==> config.mk <==
export PLATFORM = sky130hd
export DESIGN_NAME = video_timing_gen
export DESIGN_NICKNAME = d
export VERILOG_FILES = /design/src/rtl/vtg_pkg.sv /design/src/rtl/vtg_wrap_counter.sv /design/src/rtl/video_timing_gen.sv
export SDC_FILE = /design/constraint.sdc
export NUM_CORES = 1
export LEC_CHECK = 0
export ABC_CLOCK_PERIOD_IN_PS = 2200
export BUFFER_PORTS_ARGS = -buffer_cell sky130_fd_sc_hd__buf_2
export CAP_MARGIN = 20
export CORE_MARGIN = 10
export CORE_UTILIZATION = 50
export CTS_CLUSTER_SIZE = 12
export DETAILED_ROUTE_END_ITERATION = 8
export PLACE_DENSITY = 0.82
export RECOVER_POWER = 25
export SLEW_MARGIN = 30
export SYNTH_ARGS = -nofsm -noshare
export SYNTH_HDL_FRONTEND = slang
export SYNTH_SLANG_ARGS = --single-unit
==> constraint.sdc <==
create_clock -name clk_i -period 2.2 [get_ports clk_i]
set_input_delay 0.44 -clock clk_i [delete_from_list [all_inputs] [get_ports clk_i]]
set_output_delay 0.44 -clock clk_i [all_outputs]
set_load 0.03 [all_outputs]
==> src/rtl/vtg_pkg.sv <==
// Shared types and constants for the video timing generator.
// The optional colour-bar helper is only used when VTG_PATTERN_EN is defined.
package vtg_pkg;

  typedef struct packed {
    int unsigned h_active;
    int unsigned h_fp;
    int unsigned h_sync;
    int unsigned h_bp;
    int unsigned v_active;
    int unsigned v_fp;
    int unsigned v_sync;
    int unsigned v_bp;
  } vtg_timing_t;

  localparam vtg_timing_t VTG_640x480 = '{
    h_active: 640, h_fp: 16, h_sync: 96, h_bp: 48,
    v_active: 480, v_fp: 10, v_sync: 2,  v_bp: 33
  };

  // Which timing signal drives each TMDS encoder control input.
  typedef enum logic [1:0] {
    TMDS_CTL_ZERO,
    TMDS_CTL_HSYNC,
    TMDS_CTL_VSYNC
  } tmds_ctl_src_e;

  localparam tmds_ctl_src_e TMDS_BLUE_C0  = TMDS_CTL_HSYNC;
  localparam tmds_ctl_src_e TMDS_BLUE_C1  = TMDS_CTL_VSYNC;
  localparam tmds_ctl_src_e TMDS_GREEN_C0 = TMDS_CTL_ZERO;
  localparam tmds_ctl_src_e TMDS_GREEN_C1 = TMDS_CTL_ZERO;
  localparam tmds_ctl_src_e TMDS_RED_C0   = TMDS_CTL_ZERO;
  localparam tmds_ctl_src_e TMDS_RED_C1   = TMDS_CTL_ZERO;

  localparam int unsigned VTG_NUM_BARS = 8;

  // Bar order white, yellow, cyan, green, magenta, red, blue, black.
  function automatic logic [23:0] vtg_bar_rgb(input logic [2:0] idx);
    return {{8{~idx[1]}}, {8{~idx[2]}}, {8{~idx[0]}}};
  endfunction

endpackage

==> src/rtl/vtg_wrap_counter.sv <==
// Modulo counter that resets to its last value so the first enabled edge lands on 0.
// o_wrap is combinational: high when the next increment returns the count to 0.
module vtg_wrap_counter
  import vtg_pkg::*;
#(
  parameter int W   = 4,
  parameter int MOD = 16
) (
  input  logic         clk_i,
  input  logic         i_rst,
  input  logic         i_inc,
  output logic [W-1:0] o_count,
  output logic         o_wrap
);

  localparam logic [W-1:0] LAST = W'(MOD - 1);

  logic [W-1:0] r_count;
  logic         w_at_last;

  assign w_at_last = (r_count == LAST);
  assign o_wrap    = i_inc && w_at_last;
  assign o_count   = r_count;

  always_ff @(posedge clk_i) begin
    if (i_rst) begin
      r_count <= LAST;
    end else if (i_inc) begin
      r_count <= w_at_last ? '0 : r_count + W'(1);
    end
  end

endmodule

==> src/rtl/video_timing_gen.sv <==
// Raster timing generator: registered DE/hsync/vsync, pixel coordinates and start pulses.
// Define VTG_PATTERN_EN to add the rgb_o colour-bar test pattern output.
module video_timing_gen
  import vtg_pkg::*;
#(
  parameter int unsigned H_ACTIVE = VTG_640x480.h_active,
  parameter int unsigned H_FP     = VTG_640x480.h_fp,
  parameter int unsigned H_SYNC   = VTG_640x480.h_sync,
  parameter int unsigned H_BP     = VTG_640x480.h_bp,
  parameter int unsigned V_ACTIVE = VTG_640x480.v_active,
  parameter int unsigned V_FP     = VTG_640x480.v_fp,
  parameter int unsigned V_SYNC   = VTG_640x480.v_sync,
  parameter int unsigned V_BP     = VTG_640x480.v_bp,
  parameter bit          H_POL    = 1'b0,
  parameter bit          V_POL    = 1'b0,
  localparam int unsigned H_TOTAL = H_ACTIVE + H_FP + H_SYNC + H_BP,
  localparam int unsigned V_TOTAL = V_ACTIVE + V_FP + V_SYNC + V_BP,
  localparam int W_X = $clog2(H_TOTAL),
  localparam int W_Y = $clog2(V_TOTAL)
) (
  input  logic           clk_i,
  input  logic           rst_i,
  output logic           de_o,
  output logic           hsync_o,
  output logic           vsync_o,
  output logic [W_X-1:0] x_o,
  output logic [W_Y-1:0] y_o,
  output logic           line_start_o,
  output logic           frame_start_o
`ifdef VTG_PATTERN_EN
  ,
  output logic [23:0]    rgb_o
`endif
);

  if (H_TOTAL < 2 || V_TOTAL < 2) begin : g_bad_total
    $error("video_timing_gen: H_TOTAL and V_TOTAL must both be at least 2");
  end
  if (H_ACTIVE < 1 || H_FP < 1 || H_SYNC < 1 || H_BP < 1 ||
      V_ACTIVE < 1 || V_FP < 1 || V_SYNC < 1 || V_BP < 1) begin : g_bad_param
    $error("video_timing_gen: every timing parameter must be at least 1");
  end

  localparam logic [W_X-1:0] H_ACT_END  = W_X'(H_ACTIVE);
  localparam logic [W_X-1:0] H_SYNC_BEG = W_X'(H_ACTIVE + H_FP);
  localparam logic [W_X-1:0] H_SYNC_END = W_X'(H_ACTIVE + H_FP + H_SYNC);
  localparam logic [W_Y-1:0] V_ACT_END  = W_Y'(V_ACTIVE);
  localparam logic [W_Y-1:0] V_SYNC_BEG = W_Y'(V_ACTIVE + V_FP);
  localparam logic [W_Y-1:0] V_SYNC_END = W_Y'(V_ACTIVE + V_FP + V_SYNC);

  logic [W_X-1:0] w_h_cnt;
  logic [W_Y-1:0] w_v_cnt;
  logic           w_h_wrap;
  logic           w_v_wrap;

  vtg_wrap_counter #(.W(W_X), .MOD(int'(H_TOTAL))) u_h_cnt (
    .clk_i   (clk_i),
    .i_rst   (rst_i),
    .i_inc   (1'b1),
    .o_count (w_h_cnt),
    .o_wrap  (w_h_wrap)
  );

  vtg_wrap_counter #(.W(W_Y), .MOD(int'(V_TOTAL))) u_v_cnt (
    .clk_i   (clk_i),
    .i_rst   (rst_i),
    .i_inc   (w_h_wrap),
    .o_count (w_v_cnt),
    .o_wrap  (w_v_wrap)
  );

  // Decode the values the counters take at this edge so outputs line up with x/y.
  logic [W_X-1:0] w_h_next;
  logic [W_Y-1:0] w_v_next;
  logic           w_de_next;
  logic           w_hs_active;
  logic           w_vs_active;
  logic           w_line_next;
  logic           w_frame_next;

  assign w_h_next     = w_h_wrap ? '0 : w_h_cnt + W_X'(1);
  assign w_v_next     = w_v_wrap ? '0 : (w_h_wrap ? w_v_cnt + W_Y'(1) : w_v_cnt);
  assign w_de_next    = (w_h_next < H_ACT_END) && (w_v_next < V_ACT_END);
  assign w_hs_active  = (w_h_next >= H_SYNC_BEG) && (w_h_next < H_SYNC_END);
  assign w_vs_active  = (w_v_next >= V_SYNC_BEG) && (w_v_next < V_SYNC_END);
  assign w_line_next  = (w_h_next == '0);
  assign w_frame_next = w_line_next && (w_v_next == '0);

  logic           r_de;
  logic           r_hsync;
  logic           r_vsync;
  logic [W_X-1:0] r_x;
  logic [W_Y-1:0] r_y;
  logic           r_line_start;
  logic           r_frame_start;

  always_ff @(posedge clk_i) begin
    if (rst_i) begin
      r_de          <= 1'b0;
      r_hsync       <= ~H_POL;
      r_vsync       <= ~V_POL;
      r_x           <= '0;
      r_y           <= '0;
      r_line_start  <= 1'b0;
      r_frame_start <= 1'b0;
    end else begin
      r_de          <= w_de_next;
      r_hsync       <= w_hs_active ? H_POL : ~H_POL;
      r_vsync       <= w_vs_active ? V_POL : ~V_POL;
      r_x           <= w_h_next;
      r_y           <= w_v_next;
      r_line_start  <= w_line_next;
      r_frame_start <= w_frame_next;
    end
  end

  assign de_o          = r_de;
  assign hsync_o       = r_hsync;
  assign vsync_o       = r_vsync;
  assign x_o           = r_x;
  assign y_o           = r_y;
  assign line_start_o  = r_line_start;
  assign frame_start_o = r_frame_start;

`ifdef VTG_PATTERN_EN
  // Bars are H_ACTIVE/8 wide; anything past the seventh boundary is the last bar.
  localparam int unsigned BAR_W = H_ACTIVE / VTG_NUM_BARS;

  logic [2:0]  w_bar_idx;
  logic [23:0] r_rgb;

  always_comb begin
    w_bar_idx = '0;
    for (int k = 1; k < int'(VTG_NUM_BARS); k++) begin
      if (w_h_next >= W_X'(k * int'(BAR_W))) w_bar_idx = 3'(k);
    end
  end

  always_ff @(posedge clk_i) begin
    if (rst_i) begin
      r_rgb <= '0;
    end else begin
      r_rgb <= w_de_next ? vtg_bar_rgb(w_bar_idx) : 24'h000000;
    end
  end

  assign rgb_o = r_rgb;
`endif

endmodule

==> metrics.md <==
| Metric | Value |
|---|---|
| # clock sinks | 42 |
| Sequential power share | 28.4% |
| Post-DRT Antenna Nets | 0 |
| R2R Path End | frame_start_o |
| Clk pwr share | 15.8% |
| Post-synthesis sequential area ratio | 44.4% |
| Worst-skew pair later-pin latency | 0.29 ns |
| RSZ-0062 raised after global routing | yes |
| GRT Total Usage | 15.0% |
| Fraction of layout cells with a size suffix above 1 | 31.6% |
| Fillers | 283 |
| Maxcap violations | 0 |
| Largest net degree at the start of global routing | 37 |
| I/O pins | 27 |
| Multi-input logic area | 0.00104 mm2 |
| I/O Buffers | 26 |
| Post-synthesis adder-cell area fraction | 1.98% |
| Hold Startpoint | rst_i |
| Final Cycle Share | 104% |
| Yosys reg bits | 42 |
| Leak Pwr | 0.998 nW |
| Gpl congestion | 0.998 |
| Syn_area_per_cell | 8.80 um2 |
| Placed Instance Area | 0.00221 mm2 |
| DIE AREA | 0.00664 mm2 |
| Drt total wl | 5250 um |
| Sw Pwr | 0.00156 W |
| Residual DRC | 0 |
| Average wire per standard cell | 16.7 um |
| Compound-cell area share of the yosys netlist | 12.6% |
| Antenna violations before repair | 0 |
| Die width | 81.5 um |
| Worst slew pin tran | 0.440 ns |
| CTS Buf Count | 5 |
| Failing checks | negative setup slack |
| CTS tree | yes |
| Xor and xnor area share after synthesis | 4.17% |
| CP Class | flip-flop to flip-flop |
| Total area of sequential cells | 843 um2 |
| Root Buffer | clkbuf_8 |
| Fmax | 436 MHz |
| Fin worst setup slack | -0.0911 ns |
| HP Class | primary input to flip-flop |
| Die Height | 81.5 um |
| Crit end category | flip-flop |
| Total iterations of the first detailed-routing run | 4 |
| Vias in the first global route | 1,646 |
| Asr flop ratio synth | 0% |
| Nets | 270 |
| Slew HR | 70.4% |
| Tot Pwr | 0.00369 W |
| Synthesized Nets | 220 |
| Main flop type after synthesis | dfxtp_1 |
| Initial Util | 51.7% |
| R2R cell count | 10 |
| Combinational share of power | 55.8% |
| Clk pin slew, worst setup/hold paths | 0.07 ns |
| First-pass GRT wire length | 7850 um |
| Initial DRC Count | 153 |
| P_int | 0.00212 W |
| Max IR drop VDD | 0.815 mV |
| FF-to-FF Start | u_v_cnt.o_count[0] |
| # setup viols final | 1 |
| Status | finished with violations |
| Worst R2R Setup Slack | -0.09 ns |
| Worst Path Arrival | 2.49 ns |
| Placed Instances | 301 |
| Clock skew | 0.00424 ns |
| Design area | 0.00245 mm2 |
| Simple-Gate Fraction of Synth Area | 30.9% |
| Switching Share | 42.4% |
| Gate Count Post-Synth | 215 |
| Power Dens Cells | 1510 mW/mm2 |
| Hold Path End | u_h_cnt.o_count[8] |
| Count of cell types in the netlist | 42 |
| Fin crit period | 2.29 ns |
| Post-synth EDFFs | 0 |
| H-tree levels | 2 |
| HPWL after DPL | 3360 um |
| Largest family of logic cells by synthesized area | simple AND/OR/NAND/NOR gates |
| Site row count | 22 |
| Warnings, synthesis | 0 |
| WP data required | 2.40 ns |
| Via count | 1,796 |
| Critical Path Fanout Max | 9 |
| Core Box Area | 0.00366 mm2 |
| Hold Slack | 0.479 ns |
| Via/cell ratio | 5.72 |
| Remaining global-route overflow | 0 |
| Antenna Cells | 0 |
| Max clock buf depth | 2 |
| Max Transition Viols Final | 0 |
| Synth Cell Area | 0.00189 mm2 |
| Hold Crit Depth | 2 |
| Mux contribution to synthesized area | 0% |
| Layout Cells excl Fill | 314 |
| P&R area growth vs syn | 29.4% |
| Final hold vios | 0 |
| Startpoint types | flip-flop |
-- cell type report --
class / instances / share of cell area [%]
inverter: 4 / 0.613
multi-input combinational: 151 / 42.3
clock inverter: 1 / 1.23
timing repair buffer: 61 / 15.8
sequential: 42 / 34.5
clock buffer: 7 / 3.12
tap: 48 / 2.45
-- synth_stat cells (3+ instances only) --
cell / instances / area share, %
nor4_1: 7 / 2.3
xnor2_1: 4 / 1.9
nand2_1: 13 / 2.6
inv_1: 4 / 0.79
or2_2: 4 / 1.3
nand4_1: 6 / 2.0
a31oi_1: 4 / 1.3
xor2_1: 5 / 2.3
ha_1: 3 / 2.0
nand3_1: 10 / 2.6
a21oi_1: 8 / 2.1
nor3_1: 8 / 2.1
dfxtp_1: 42 / 44
clkbuf_1: 11 / 2.2
nor2b_1: 5 / 1.7
a211oi_1: 4 / 1.6
and3_1: 5 / 1.7
nor2_1: 29 / 5.8
nand2b_1: 5 / 1.7
o21ai_0: 6 / 1.6
buf_4: 3 / 1.2
-- what timing repair did --
action | CTS | global route
resized for setup | 6 | 20
buffers inserted | 2 | 3
pin swaps | 4 | 10
setup endpoints to repair | 6 | 12
hold buffers | 0 | 0
-- power by group through the flow --
stage / clock network (W) / registers [W] / logic (W)
after floorplan: 0 / 0.00121 / 0.00108
after global placement: 0 / 0.00104 / 0.00170
after detailed placement: 0 / 0.00105 / 0.00173
after CTS: 0.000593 / 0.00103 / 0.00182
after global routing: 0.000613 / 0.00107 / 0.00220
final: 0.000583 / 0.00104 / 0.00206
-- layout by cell type (no fill, tap or decap), drive strengths merged, types with 6 or more instances in the layout --
cell type  count
a21oi          8
buf           49
clkbuf        19
dfxtp         42
nand2         13
nand3         10
nand4          6
nor2          29
nor3           8
nor4           9
o21ai          6
-- metal layers --
layer	GRT usage [%]	routed length (um)
met3	4.37	386
met1	17.9	2220
met4	6.92	144
met5	0	0
met2	24.2	2500
-- state kept, by name, summed over array words and instances (netlist names) --
signal,cells
vsync_o,1
u_h_cnt.o_count,7
frame_start_o,1
hsync_o,1
y_o,10
de_o,1
line_start_o,1
x_o,10
u_v_cnt.o_count,10
-- critical path, stage by stage, from the launching register on --
cell,delay [ns]
dfxtp_2,0.33
inv_2,0.08
ha_4,0.12
or4b_4,0.48
nor4_4,0.18
buf_6,0.18
buf_8,0.13
a21oi_1,0.05
o22ai_1,0.17
nand4_1,0.15
nor4_2,0.32
-- stage by stage --
step	util (%)	worst slack [ns]	TNS, ns
after floorplan	-	0.0804	0
after global placement	60.4	0.0112	0
after detailed placement	60.4	-0.00962	-0.00962
after CTS	64.6	0.00657	0
after global routing	66.8	-0.166	-0.396
final	66.8	-0.0911	-0.0911
-- logic make-up (layout without fill, tap and decap cells) --
| logic type | Yosys count | after routing |
|---|---|---|
| and+or+nand+nor | 104 | 104 |
| DFF | 42 | 42 |
| AOI/OAI and AO/OA | 35 | 35 |
| buffers and inverters | 22 | 73 |
| xor gates and xnor gates | 9 | 9 |
| adders and majority gates | 3 | 3 |
-- worst max path at each step --
stage	startpoint	to	slack [ns]	depth (start not counted)
2_1_floorplan	u_v_cnt.o_count[0]	frame_start_o	0.08	9
3_3_place_gp	u_v_cnt.o_count[0]	de_o	0.01	9
3_5_place_dp	u_v_cnt.o_count[0]	frame_start_o	-0.01	8
4_1_cts	u_v_cnt.o_count[0]	u_v_cnt.o_count[3]	0.007	10
5_1_grt	u_v_cnt.o_count[0]	frame_start_o	-0.17	10
6_report	u_v_cnt.o_count[0]	frame_start_o	-0.09	10
Note: power is estimated with default switching activity, not from simulation.
